===== config.mk =====
export PLATFORM = sky130hd
export DESIGN_NAME = dcfeb_cfg_chain_ctrl
export DESIGN_NICKNAME = d
export VERILOG_FILES = /design/src/rtl/dcfeb_cfg_pkg.sv /design/src/rtl/cfg_bit_counter.sv /design/src/rtl/dcfeb_cfg_chain_ctrl.sv
export SDC_FILE = /design/constraint.sdc
export NUM_CORES = 1
export LEC_CHECK = 0
export ABC_AREA = 1
export CAP_MARGIN = 10
export CORE_MARGIN = 4
export CORE_UTILIZATION = 42
export DETAILED_ROUTE_END_ITERATION = 7
export GPL_ROUTABILITY_DRIVEN = 0
export PLACE_DENSITY_LB_ADDON = 0.05
export SYNTH_ARGS = -nofsm -noshare
export SYNTH_HDL_FRONTEND = slang
export SYNTH_SLANG_ARGS = --single-unit

===== constraint.sdc =====
create_clock -name TCK -period 5.8 [get_ports TCK]
set_clock_uncertainty 0.05 [all_clocks]
set_input_delay 1.45 -clock TCK [delete_from_list [all_inputs] [get_ports TCK]]
set_output_delay 1.45 -clock TCK [all_outputs]
set_load 0.1 [all_outputs]

===== src/rtl/dcfeb_cfg_pkg.sv =====
// Shared definitions for the DCFEB configuration-chain loader: FSM state codes,
// default sizing and the LEN legality test.
package dcfeb_cfg_pkg;

  localparam int MAXW_DEF = 64;
  localparam int LENW_DEF = 7;

  localparam logic [1:0] ST_IDLE  = 2'd0;
  localparam logic [1:0] ST_SHIFT = 2'd1;
  localparam logic [1:0] ST_UPD   = 2'd2;
  localparam logic [1:0] ST_FIN   = 2'd3;

  // A load must move at least one bit and never more than the chain holds.
  function automatic logic len_legal(input int unsigned len, input int unsigned maxw);
    return (len != 0) && (len <= maxw);
  endfunction

endpackage


===== src/rtl/cfg_bit_counter.sv =====
// Loadable down-counter tracking the remaining SHIFT cycles; saturates at zero.
module cfg_bit_counter #(
  parameter int W = 7
) (
  input  logic         clk,
  input  logic         rst,
  input  logic         clear,
  input  logic         load,
  input  logic         dec,
  input  logic [W-1:0] load_val,
  output logic         zero
);

  logic [W-1:0] cnt;

  always_ff @(posedge clk) begin
    if (rst || clear) begin
      cnt <= '0;
    end else if (load) begin
      cnt <= load_val;
    end else if (dec && (cnt != '0)) begin
      cnt <= cnt - W'(1);
    end
  end

  assign zero = (cnt == '0);

endmodule


===== src/rtl/dcfeb_cfg_chain_ctrl.sv =====
// Serial loader for the DCFEB user_wr_reg chain: shifts a parallel word LSB-first,
// then strobes UPDATE. Optional TDO capture into RD_DATA via DCFEB_CFG_CHAIN_READBACK_EN.
module dcfeb_cfg_chain_ctrl
  import dcfeb_cfg_pkg::*;
#(
  parameter int MAXW = MAXW_DEF,
  parameter int LENW = LENW_DEF
) (
  input  logic            TCK,
  input  logic            RST,
  input  logic            START,
  input  logic            ABORT,
  input  logic [LENW-1:0] LEN,
  input  logic [MAXW-1:0] WR_DATA,
  input  logic            TDO_IN,
  output logic            SEL,
  output logic            FSEL,
  output logic            SHIFT,
  output logic            UPDATE,
  output logic            TDI_OUT,
  output logic            BUSY,
  output logic            DONE,
  output logic            ERR,
  output logic [MAXW-1:0] RD_DATA
);

  logic [1:0]      state;
  logic [1:0]      state_nx;
  logic            accept;
  logic            dec;
  logic            err_nx;
  logic            abort_hit;
  logic            cnt_zero;
  logic [MAXW-1:0] shreg;

  always_comb begin
    state_nx  = state;
    accept    = 1'b0;
    dec       = 1'b0;
    err_nx    = 1'b0;
    abort_hit = 1'b0;
    case (state)
      ST_IDLE: begin
        if (START) begin
          if (len_legal(32'(LEN), 32'(MAXW))) begin
            accept   = 1'b1;
            state_nx = ST_SHIFT;
          end else begin
            err_nx = 1'b1;
          end
        end
      end
      ST_SHIFT: begin
        // ABORT wins over the final bit so no UPDATE can follow a cancelled load.
        if (ABORT) begin
          abort_hit = 1'b1;
          state_nx  = ST_IDLE;
        end else if (cnt_zero) begin
          state_nx = ST_UPD;
        end else begin
          dec = 1'b1;
        end
      end
      ST_UPD: begin
        abort_hit = ABORT;
        state_nx  = ABORT ? ST_IDLE : ST_FIN;
      end
      default: state_nx = ST_IDLE;
    endcase
  end

  cfg_bit_counter #(
    .W (LENW)
  ) u_cnt (
    .clk      (TCK),
    .rst      (RST),
    .clear    (abort_hit),
    .load     (accept),
    .dec      (dec),
    .load_val (LEN - LENW'(1)),
    .zero     (cnt_zero)
  );

  // Control and strobes: registered from the next state so outputs track the FSM.
  always_ff @(posedge TCK) begin
    if (RST) begin
      state   <= ST_IDLE;
      SEL     <= 1'b0;
      FSEL    <= 1'b0;
      SHIFT   <= 1'b0;
      UPDATE  <= 1'b0;
      TDI_OUT <= 1'b0;
      BUSY    <= 1'b0;
      DONE    <= 1'b0;
      ERR     <= 1'b0;
    end else begin
      state  <= state_nx;
      SEL    <= (state_nx == ST_SHIFT) || (state_nx == ST_UPD);
      FSEL   <= (state_nx == ST_SHIFT) || (state_nx == ST_UPD);
      SHIFT  <= (state_nx == ST_SHIFT);
      UPDATE <= (state_nx == ST_UPD);
      BUSY   <= (state_nx != ST_IDLE);
      DONE   <= (state_nx == ST_FIN);
      ERR    <= err_nx;
      if (accept) begin
        TDI_OUT <= WR_DATA[0];
      end else if (dec) begin
        TDI_OUT <= shreg[0];
      end else begin
        TDI_OUT <= 1'b0;
      end
    end
  end

  // Data shifter: holds the bits still to be presented on TDI_OUT.
  always_ff @(posedge TCK) begin
    if (accept) begin
      shreg <= WR_DATA >> 1;
    end else if (dec) begin
      shreg <= shreg >> 1;
    end
  end

`ifdef DCFEB_CFG_CHAIN_READBACK_EN
  logic [MAXW-1:0] rd_data;
  logic [MAXW-1:0] bit_mask;

  // Bit k of the return is sampled at the end of SHIFT cycle k.
  always_ff @(posedge TCK) begin
    if (RST || accept) begin
      rd_data <= '0;
    end else if ((state == ST_SHIFT) && TDO_IN) begin
      rd_data <= rd_data | bit_mask;
    end
  end

  always_ff @(posedge TCK) begin
    if (accept) begin
      bit_mask <= MAXW'(1);
    end else if (state == ST_SHIFT) begin
      bit_mask <= bit_mask << 1;
    end
  end

  assign RD_DATA = rd_data;
`else
  logic unused_tdo;
  assign unused_tdo = TDO_IN;
  assign RD_DATA    = '0;
`endif

endmodule


==> reports/metrics.cfg, run 1 <==
[outcome]
status=finished, final reports clean

[layout]
nets=671
antennaDiodeCount=0
finalNonFillerCells=724
drive_above_1_share_pct=4.91
syn2layout_area_growth_pct=19.5

[timing]
tightestPinTransition_ns=0.991
post-route-period-util_pct=63.9
tns_ns=0
final.min_clock_period_ns=3.71
hold_slack_ns=0.469
fmax_mhz=270
setup_viol=0
rsz0062_at_grt=no
final-hold-violation-count=0
finalMaxSlewViolations=0
relSlewSlack_pct=33.9

[floorplanning]
design.core.area_um2=9860
die_width_um=109
io_pins=148
die_h_um=109
row_count=36
start_util_pct=43.6
design.die.area_um2=11900

[placement]
port-buffer-count=82
dp.final_hpwl_um=5690
dp.cells=708

[clock_tree]
cts_num_sinks=79
tritoncts=yes
numCtsBuffers=9
cts.repair.resized=0
clk_pin_slew_worst_paths_ns=0.08
worst_skew_pair.late_latency_ns=0.34
cts_setup_buffers=0
cts_hold_buf=0
cts_buffer_depth=2
h-tree-depth=3
root_buffer=clkbuf_8

[pwr]
vdd_ir_drop_max_mv=0.131
power_density_nw_per_um2=320
power.leakage_nw=2.41

[worst_setup_path]
path_max_fanout=76
crit_path_max_incr_delay_ns=0.90
crit_chain=clkdlybuf4s50_1 -> nor2_1 -> nand3_1 -> nand2_1 -> nand3_4 -> nand2_4 -> inv_1 -> nand2_1 -> nand3_1 -> inv_1
slowest_stage=nand2_4
cpLargestDelayFamily=simple AND/OR/NAND/NOR gates
cp.required_ns=6.03
worstSetupEndpointType=flip-flop
regToRegSetupSlack_ns=3.06
worst_setup_path_start_kind=input pin
crit_type=in2reg
critPathArrivalTime_ns=3.93
crit_buf_inv=3

[grt]
grt_antenna_before_repair=0
track_usage_pct=13.5
grt_pass1_vias=2774
gr-total-overflow=0
grt_pass1_wl_um=12700
grt_max_degree=77

[detailed_routing]
drtIter0Drc=136
first_pass_iters=5
wire_per_inst_um=11.4
drc_errors=0
ant_nets=0
routed_wl_um=8290
vias=3061
via_per_inst=4.23

[logic_synthesis]
ys_seq_area_share_pct=51.5
synth_top_area_cell=edfxtp_1
yosysTopAreaCellShare_pct=44.0
synth_area_leaders=edfxtp_1 44%, nand2_1 20%, buf_4 12%
yosysWarnings=0
syn-instance-count=510
ys_ff_latch=79
synth.avg_cell_area_um2=8.42
ys_types=26
syn-cell-area_um2=4300

[flow_run]
maxCapViolations=0

[worst_hold_path]
hold_class=reg2reg

## flip-flops by register name, summed over array words and instances (netlist names)
signal     flops
TDI_OUT        1
DONE           1
BUSY           1
state          2
SHIFT          1
u_cnt.cnt      7
shreg         63
FSEL           1
UPDATE         1
ERR            1
## path summary, 6_finish.rpt
check                       from  cells past startpoint                   endpoint
max                       LEN[0]                     10  u_cnt.cnt[4]$_SDFFE_PP0P_
min          shreg[43]$_DFFE_PP_                      2        shreg[42]$_DFFE_PP_
min reg2reg  shreg[43]$_DFFE_PP_                      2        shreg[42]$_DFFE_PP_
max reg2reg  state[1]$_SDFF_PP0_                     10  u_cnt.cnt[4]$_SDFFE_PP0P_
## report_power, final
| group | internal, mW | switching [mW] | total, mW | leakage, nW |
|---|---|---|---|---|
| combinational | 0.125 | 0.395 | 0.520 | 1.58 |
| clock | 0.194 | 0.203 | 0.397 | 0.0980 |
| sequential | 0.705 | 0.0199 | 0.724 | 0.726 |
## stage by stage
stage / power, mW / worst slack [ns] / utilization, % / cell area, um^2
after global routing: 1.74 / 1.75 / 52.0 / 5130
after detailed placement: 1.26 / 1.68 / 50.1 / 4940
after CTS: 1.66 / 2.02 / 52.0 / 5130
after global placement: 1.26 / 1.65 / 50.1 / 4940
after floorplan: 1.19 / 2.90 / - / 4530
final: 1.64 / 2.09 / 52.0 / 5130
## tightest hold or removal path: stages, from the launching register on
cell      delay (ns)
edfxtp_1        0.33
nand2_1         0.05
nand2_1         0.05
## cell type report
class                      count  area [um^2]
inverter                      41          154
sequential                    79         2210
clock inverter                 4         27.5
timing repair buffer          83          828
tap                          133          166
multi-input combinational    372         1580
clock buffer                  12          166
fill                         986         4730
## routing by layer
metal  vias to the layer above  global-route usage (%)  part of all wire (%)
met5                         -                       0                     0
met4                         0                    4.87                  0.92
met3                         8                    2.66                   6.2
met2                        74                    20.2                    45
met1                      1364                    19.3                    48
li1                       1615                       -                     -
## synth_stat cells
| library cell | count |
|---|---|
| nand2_1 | 231 |
| buf_4 | 71 |
| edfxtp_1 | 63 |
| inv_1 | 35 |
| nand3_1 | 25 |
| nor2_1 | 18 |
| dfxtp_1 | 16 |
| ha_1 | 9 |
| buf_2 | 6 |
| o21ai_0 | 6 |
| nand2_2 | 5 |
| inv_2 | 4 |
| a21oi_1 | 3 |
| o21ai_1 | 3 |
| buf_6 | 2 |
| clkbuf_1 | 2 |
| clkinv_1 | 2 |
| conb_1 | 1 |
| nand2_4 | 1 |
| nand3_4 | 1 |
| nand4_1 | 1 |
| nor2_2 | 1 |
| nor3_1 | 1 |
| nor4_1 | 1 |
| o21ai_2 | 1 |
| xnor2_1 | 1 |
## cells in the final DEF, fill, tap and decap left out
cell             synthesis  layout
o21ai_0                  6       6
nand3_1                 25      25
dfxtp_1                 16      16
nor4_1                   1       1
clkdlybuf4s50_1          0      82
nand3_4                  1       1
clkbuf_16                0       1
clkinv_2                 0       1
nand2_4                  1       2
nand2_2                  5       4
edfxtp_1                63      63
clkinv_1                 2       2
nor3_1                   1       1
a21oi_1                  3       3
conb_1                   1      64
inv_1                   35      35
nand4_1                  1       1
ha_1                     9       9
xnor2_1                  1       1
clkbuf_1                 2       1
buf_4                   71       1
o21ai_2                  1       1
inv_4                    0       1
clkinvlp_4               0       1
inv_2                    4       4
nor2_2                   1       1
nor2_1                  18      18
o21ai_1                  3       3
clkinv_4                 0       1
nand2_1                231     231
clkbuf_8                 0      10
## kinds of logic after synthesis
family / after synthesis / share of synthesized area [%]
and+or+nand+nor: 285 / 26.6
buffers and inverters: 122 / 17.4
DFF: 79 / 51.5
AOI/OAI and AO/OA: 13 / 1.60
adders and majority gates: 9 / 2.62
xor gates and xnor gates: 1 / 0.204
other: 1 / 0.0873
Note: power is estimated with default switching activity, not from simulation.
==> run 2: changes to the inputs <==
Settings changed: CORE_UTILIZATION 42 to 41.
Clock period 5.8 ns to 3.1 ns, I/O delays scaled along.
==> reports/metrics.cfg, run 2 (synthesis results as in run 1) <==
[timing]
setup_viol=0  ; unchanged
fmax_mhz=403
tns_ns=0  ; unchanged
post-route-period-util_pct=80.0
relSlewSlack_pct=65.2  ; +31 points
final.min_clock_period_ns=2.48
tightestPinTransition_ns=0.522  ; -0.469 ns
final-hold-violation-count=0  ; unchanged
hold_slack_ns=0.463  ; -0.00578 ns
fin_ws_ns=0.620  ; -1.47 ns
finalMaxSlewViolations=0  ; unchanged
rsz0062_at_grt=no

[detailed_routing]
vias=3049  ; -0.39%
via_per_inst=4.16  ; -1.6%
ant_nets=0  ; unchanged
drtIter0Drc=134  ; -1.5%
wire_per_inst_um=11.3  ; -1.5%
first_pass_iters=4  ; -1
drc_errors=0  ; unchanged
routed_wl_um=8260  ; -0.30%

[floorplanning]
start_util_pct=41.8  ; -1.7 points
io_pins=148  ; unchanged
row_count=37  ; +2.8%
die_width_um=110  ; +1.1%
design.core.area_um2=10300  ; +4.2%
die_h_um=110  ; +1.1%
design.die.area_um2=12200  ; +2.3%

[worst_setup_path]
cp.required_ns=3.33  ; -2.70 ns
crit_path_max_incr_delay_ns=0.46  ; -0.44 ns
crit_chain=clkdlybuf4s50_1 -> nor2_1 -> nand3_1 -> nand2_1 -> nand3_4 -> o21ai_2 -> ha_1 -> xnor2_1 -> nand2_1 -> o21ai_1 -> nand2_1 -> inv_1
critPathCapture=u_cnt.cnt[2]$_SDFFE_PP0P_
path_max_fanout=13  ; -83%
crit_type=in2reg
r2r-start=state[1]$_SDFF_PP0_
critPathArrivalTime_ns=2.71  ; -1.22 ns
worstRegToRegCells=12  ; +2
crit_buf_inv=2  ; -1
cpLargestDelayFamily=simple AND/OR/NAND/NOR gates
regToRegSetupSlack_ns=0.95  ; -2.11 ns
critPathLaunch=LEN[3]
cp.depth=12  ; +2
crit_top_cell=nand2_1
slowest_stage=clkdlybuf4s50_1
r2r_end=u_cnt.cnt[2]$_SDFFE_PP0P_
worstSetupEndpointType=flip-flop
worst_setup_path_start_kind=input pin

[placement]
port-buffer-count=82  ; unchanged
dp_slack_ns=0.262  ; -1.41 ns
dp.final_hpwl_um=5820  ; +2.4%

[clock_tree]
h-tree-depth=3  ; unchanged
cts_buffer_depth=2  ; unchanged
cts.repair.resized=0  ; unchanged
tritoncts=yes
cts_num_sinks=79  ; unchanged
root_buffer=clkbuf_8
cts_hold_buf=0  ; unchanged
clk_pin_slew_worst_paths_ns=0.09  ; about the same
numCtsBuffers=9  ; unchanged
worst_skew_pair.late_latency_ns=0.34  ; about the same
cts_setup_buffers=0  ; unchanged

[layout]
syn2layout_area_growth_pct=21.5
largest-register=shreg
nets=677  ; +0.89%
largest_register_ffs=63  ; unchanged
final_common_cell=nand2_1
antennaDiodeCount=0  ; unchanged
most-common-layout-cells=231 x nand2_1, 74 x clkdlybuf4s50_1, 64 x conb_1
fin_util_pct=50.8  ; -1.2 points
drive_above_1_share_pct=7.04  ; +2.1 points
largestRegisters=shreg x63, u_cnt.cnt x7, state x2
fillers=1023  ; +3.8%

[pwr]
power_density_nw_per_um2=609  ; +91%
power.leakage_nw=2.46  ; +2.3%
p_total_mw=3.18  ; +94%
vdd_ir_drop_max_mv=0.230  ; +76%

[worst_hold_path]
hold_class=reg2reg

[grt]
grt_antenna_before_repair=0  ; unchanged
grt_max_degree=63  ; -18%
gr-total-overflow=0  ; unchanged
grt_pass1_wl_um=12600  ; -0.93%
grt_pass1_vias=2737  ; -1.3%
track_usage_pct=13.3  ; -0.20 points

[flow_run]
maxCapViolations=0  ; unchanged

[outcome]
status=finished, final reports clean

## run 2: changes by cell type in the layout (fill, tap and decap cells not counted), moves of 2 or more
cell,previous run,this run
bufinv_16,0,2
buf_12,0,3
clkdlybuf4s50_1,82,74
buf_4,1,12
## run 2: metal layers
metal	routed length, um	global-route usage (%)
met5	0	0
met2	3780	21.0
met3	483	2.91
met4	106	4.66
met1	3890	18.0
## run 2: how the worst min path moves through the flow
| stage | cells past startpoint | slack [ns] | start | endpoint |
|---|---|---|---|---|
| final | 2 | 0.46 | shreg[58]$_DFFE_PP_ | shreg[57]$_DFFE_PP_ |
| after global routing | 2 | 0.49 | shreg[19]$_DFFE_PP_ | shreg[18]$_DFFE_PP_ |
| after CTS | 2 | 0.47 | shreg[58]$_DFFE_PP_ | shreg[57]$_DFFE_PP_ |
| after detailed placement | 2 | 0.46 | shreg[38]$_DFFE_PP_ | shreg[37]$_DFFE_PP_ |
| after global placement | 2 | 0.45 | shreg[50]$_DFFE_PP_ | shreg[49]$_DFFE_PP_ |
| after floorplan | 2 | 0.44 | shreg[1]$_DFFE_PP_ | shreg[0]$_DFFE_PP_ |
## run 2: tightest hold or removal path: cells and delay by family (launching register included)
kind / cells / cell delay (ns)
AND/OR/NAND/NOR: 2 / 0.10
flip-flops: 1 / 0.33
## run 2: power by group
| group | total [mW] | internal (mW) | switching, mW |
|---|---|---|---|
| registers | 1.35 | 1.32 | 0.0369 |
| clock network | 0.834 | 0.456 | 0.378 |
| logic | 0.995 | 0.252 | 0.743 |
| total | 3.18 | 2.02 | 1.16 |
## run 2: stage by stage
| step | cells | cell area (um^2) |
|---|---|---|
| global route | 733 | 5220 |
| detailed placement | 717 | 5010 |
| finish | 733 | 5220 |
| global placement | 717 | 5010 |
| CTS | 733 | 5220 |
| floorplan | 573 | 4530 |
## run 2: final cells by class
cell class | instances | area, um^2 | area share, %
flip-flops and latches | 79 | 2210 | 42.4
multi-input cells | 372 | 1580 | 30.2
well taps | 136 | 170 | 3.26
repair buffers | 89 | 891 | 17.1
clock inverters | 5 | 83.8 | 1.61
clock buffers | 11 | 131 | 2.52
inverters | 41 | 154 | 2.95
==> run 3: changes to the inputs <==
Settings changed: CORE_UTILIZATION 41 to 42.
Clock period 3.1 ns to 2.4 ns, I/O delays scaled along.
==> reports/metrics.cfg, run 3 (synthesis results as in run 1) <==
[outcome]
status=finished, final reports clean

[clock_tree]
numCtsBuffers=9  ; unchanged
clk_pin_slew_worst_paths_ns=0.09  ; about the same
root_buffer=clkbuf_8
tritoncts=yes
h-tree-depth=3  ; unchanged
cts_hold_buf=0  ; unchanged
worst_skew_pair.late_latency_ns=0.34  ; about the same
cts_buffer_depth=2  ; unchanged
cts.repair.resized=0  ; unchanged
cts_num_sinks=79  ; unchanged
cts_setup_buffers=0  ; unchanged

[timing]
final-hold-violation-count=0  ; unchanged
fmax_mhz=463
final.min_clock_period_ns=2.16
relSlewSlack_pct=62.6  ; -2.6 points
finalMaxSlewViolations=0  ; unchanged
post-route-period-util_pct=89.9
setup_viol=0  ; unchanged
hold_slack_ns=0.465  ; +0.00165 ns
tightestPinTransition_ns=0.561  ; +0.0395 ns
rsz0062_at_grt=no

[detailed_routing]
ant_nets=0  ; unchanged
vias=3206  ; +5.1%
routed_wl_um=8460  ; +2.4%
first_pass_iters=4  ; unchanged
drtIter0Drc=141  ; +5.2%
drc_errors=0  ; unchanged
wire_per_inst_um=11.2  ; -0.48%
via_per_inst=4.25  ; +2.2%

[worst_setup_path]
slowest_stage=clkdlybuf4s50_1
worst_setup_path_start_kind=input pin
crit_path_max_incr_delay_ns=0.46  ; about the same
worstSetupEndpointType=flip-flop
path_max_fanout=9  ; -4
crit_chain=clkdlybuf4s50_1 -> inv_2 -> nand2_1 -> nor2_2 -> nand2_1 -> nand2_4 -> nand3_1 -> nand2_1 -> ha_1 -> xnor2_1 -> nand2_1 -> o21ai_1 -> nand2_1 -> inv_1
worstRegToRegCells=13  ; +1
cp.required_ns=2.64  ; -0.69 ns
critPathArrivalTime_ns=2.40  ; -0.31 ns
crit_type=in2reg
crit_top_cell=nand2_1

[worst_hold_path]
hold_class=reg2reg
min_path_cells=2  ; unchanged

[layout]
nets=701  ; +3.5%
final_common_cell=nand2_1
antennaDiodeCount=0  ; unchanged
syn2layout_area_growth_pct=26.2
largest_register_ffs=63  ; unchanged
largest-register=shreg
final_area_um2=5420  ; +3.9%
fillers=949  ; -7.2%
largestRegisters=shreg x63, u_cnt.cnt x7, state x2
drive_above_1_share_pct=10.6  ; +3.6 points
most-common-layout-cells=231 x nand2_1, 74 x clkdlybuf4s50_1, 64 x conb_1

[grt]
track_usage_pct=13.8  ; +0.54 points
met3_usage_pct=3.14  ; +0.23 points
grt_antenna_before_repair=0  ; unchanged
gr-usage-met2_pct=21.4  ; +0.39 points
use_met1_pct=19.1  ; +1.1 points
grt_pass1_vias=2806  ; +2.5%
gr-total-overflow=0  ; unchanged
grt_busiest_layer=met2
grt_pass1_wl_um=13000  ; +3.2%
grt_max_degree=29  ; -54%

[floorplanning]
io_pins=148  ; unchanged
die_width_um=109  ; -1.1%
design.core.area_um2=9860  ; -4.0%
start_util_pct=43.6  ; +1.7 points
die_h_um=109  ; -1.1%
design.die.area_um2=11900  ; -2.2%
row_count=36  ; -2.7%

[pwr]
power.leakage_nw=2.59  ; +5.3%
vdd_ir_drop_max_mv=0.285  ; +24%
power_density_nw_per_um2=756  ; +24%

[flow_run]
maxCapViolations=0  ; unchanged

[placement]
port-buffer-count=82  ; unchanged
dp.final_hpwl_um=6300  ; +8.1%
post_dp_cell_area_um2=5220  ; +4.3%

run 3: changes by cell type in the layout (fill, tap and decap cells not counted), sizes merged:
cell,before,now
buf,15,39
bufinv,2,0
clkbuf,11,13
clkinvlp,2,1
inv,39,40
run 3: final cells by class:
cell class	instances	area, um^2	share of cell area [%]
flip-flops and latches	79	2210	40.8
multi-input cells	372	1580	29.1
repair buffers	113	1110	20.4
clock buffers	13	181	3.34
well taps	133	166	3.07
inverters	41	154	2.84
clock inverters	3	22.5	0.415
run 3: routing by layer:
metal  part of all wire, %  up-vias
met5                     0        -
met4                   1.3        0
met3                   6.2       10
met2                    46       81
met1                    47     1437
li1                      -     1678
run 3: stage by stage:
stage / std cells / setup TNS (ns) / util (%) / setup slack [ns] / power [mW]
6_report: 754 / 0 / 55.0 / 0.242 / 4.10
5_1_grt: 754 / 0 / 55.0 / 0.0608 / 4.34
4_1_cts: 754 / 0 / 55.0 / 0.254 / 4.15
3_5_place_dp: 738 / -0.880 / 52.9 / -0.116 / 3.15
3_3_place_gp: 738 / -0.393 / 52.9 / -0.0776 / 3.13
2_1_floorplan: 573 / 0 / - / 0.354 / 2.87
run 3: worst paths after layout:
check	start	endpoint	slack, ns
worst max register to register	state[0]$_SDFF_PP0_	u_cnt.cnt[2]$_SDFFE_PP0P_	0.43
worst min-delay path	shreg[42]$_DFFE_PP_	shreg[41]$_DFFE_PP_	0.46
worst min register to register	shreg[42]$_DFFE_PP_	shreg[41]$_DFFE_PP_	0.46
worst max-delay path	LEN[3]	u_cnt.cnt[2]$_SDFFE_PP0P_	0.24
run 3: power breakdown:
group | switching [mW] | leakage [nW] | internal (mW)
registers | 0.0495 | 0.726 | 1.70
logic | 0.976 | 1.77 | 0.388
clock network | 0.485 | 0.100 | 0.506
total | 1.51 | 2.59 | 2.59
run 3: critical path, delay by kind of cell:
| kind | cells | cell delay, ns |
|---|---|---|
| compound gates | 1 | 0.07 |
| simple gates | 8 | 0.72 |
| buf+inv | 3 | 0.59 |
| fa+ha+maj | 1 | 0.27 |
| xor+xnor | 1 | 0.14 |
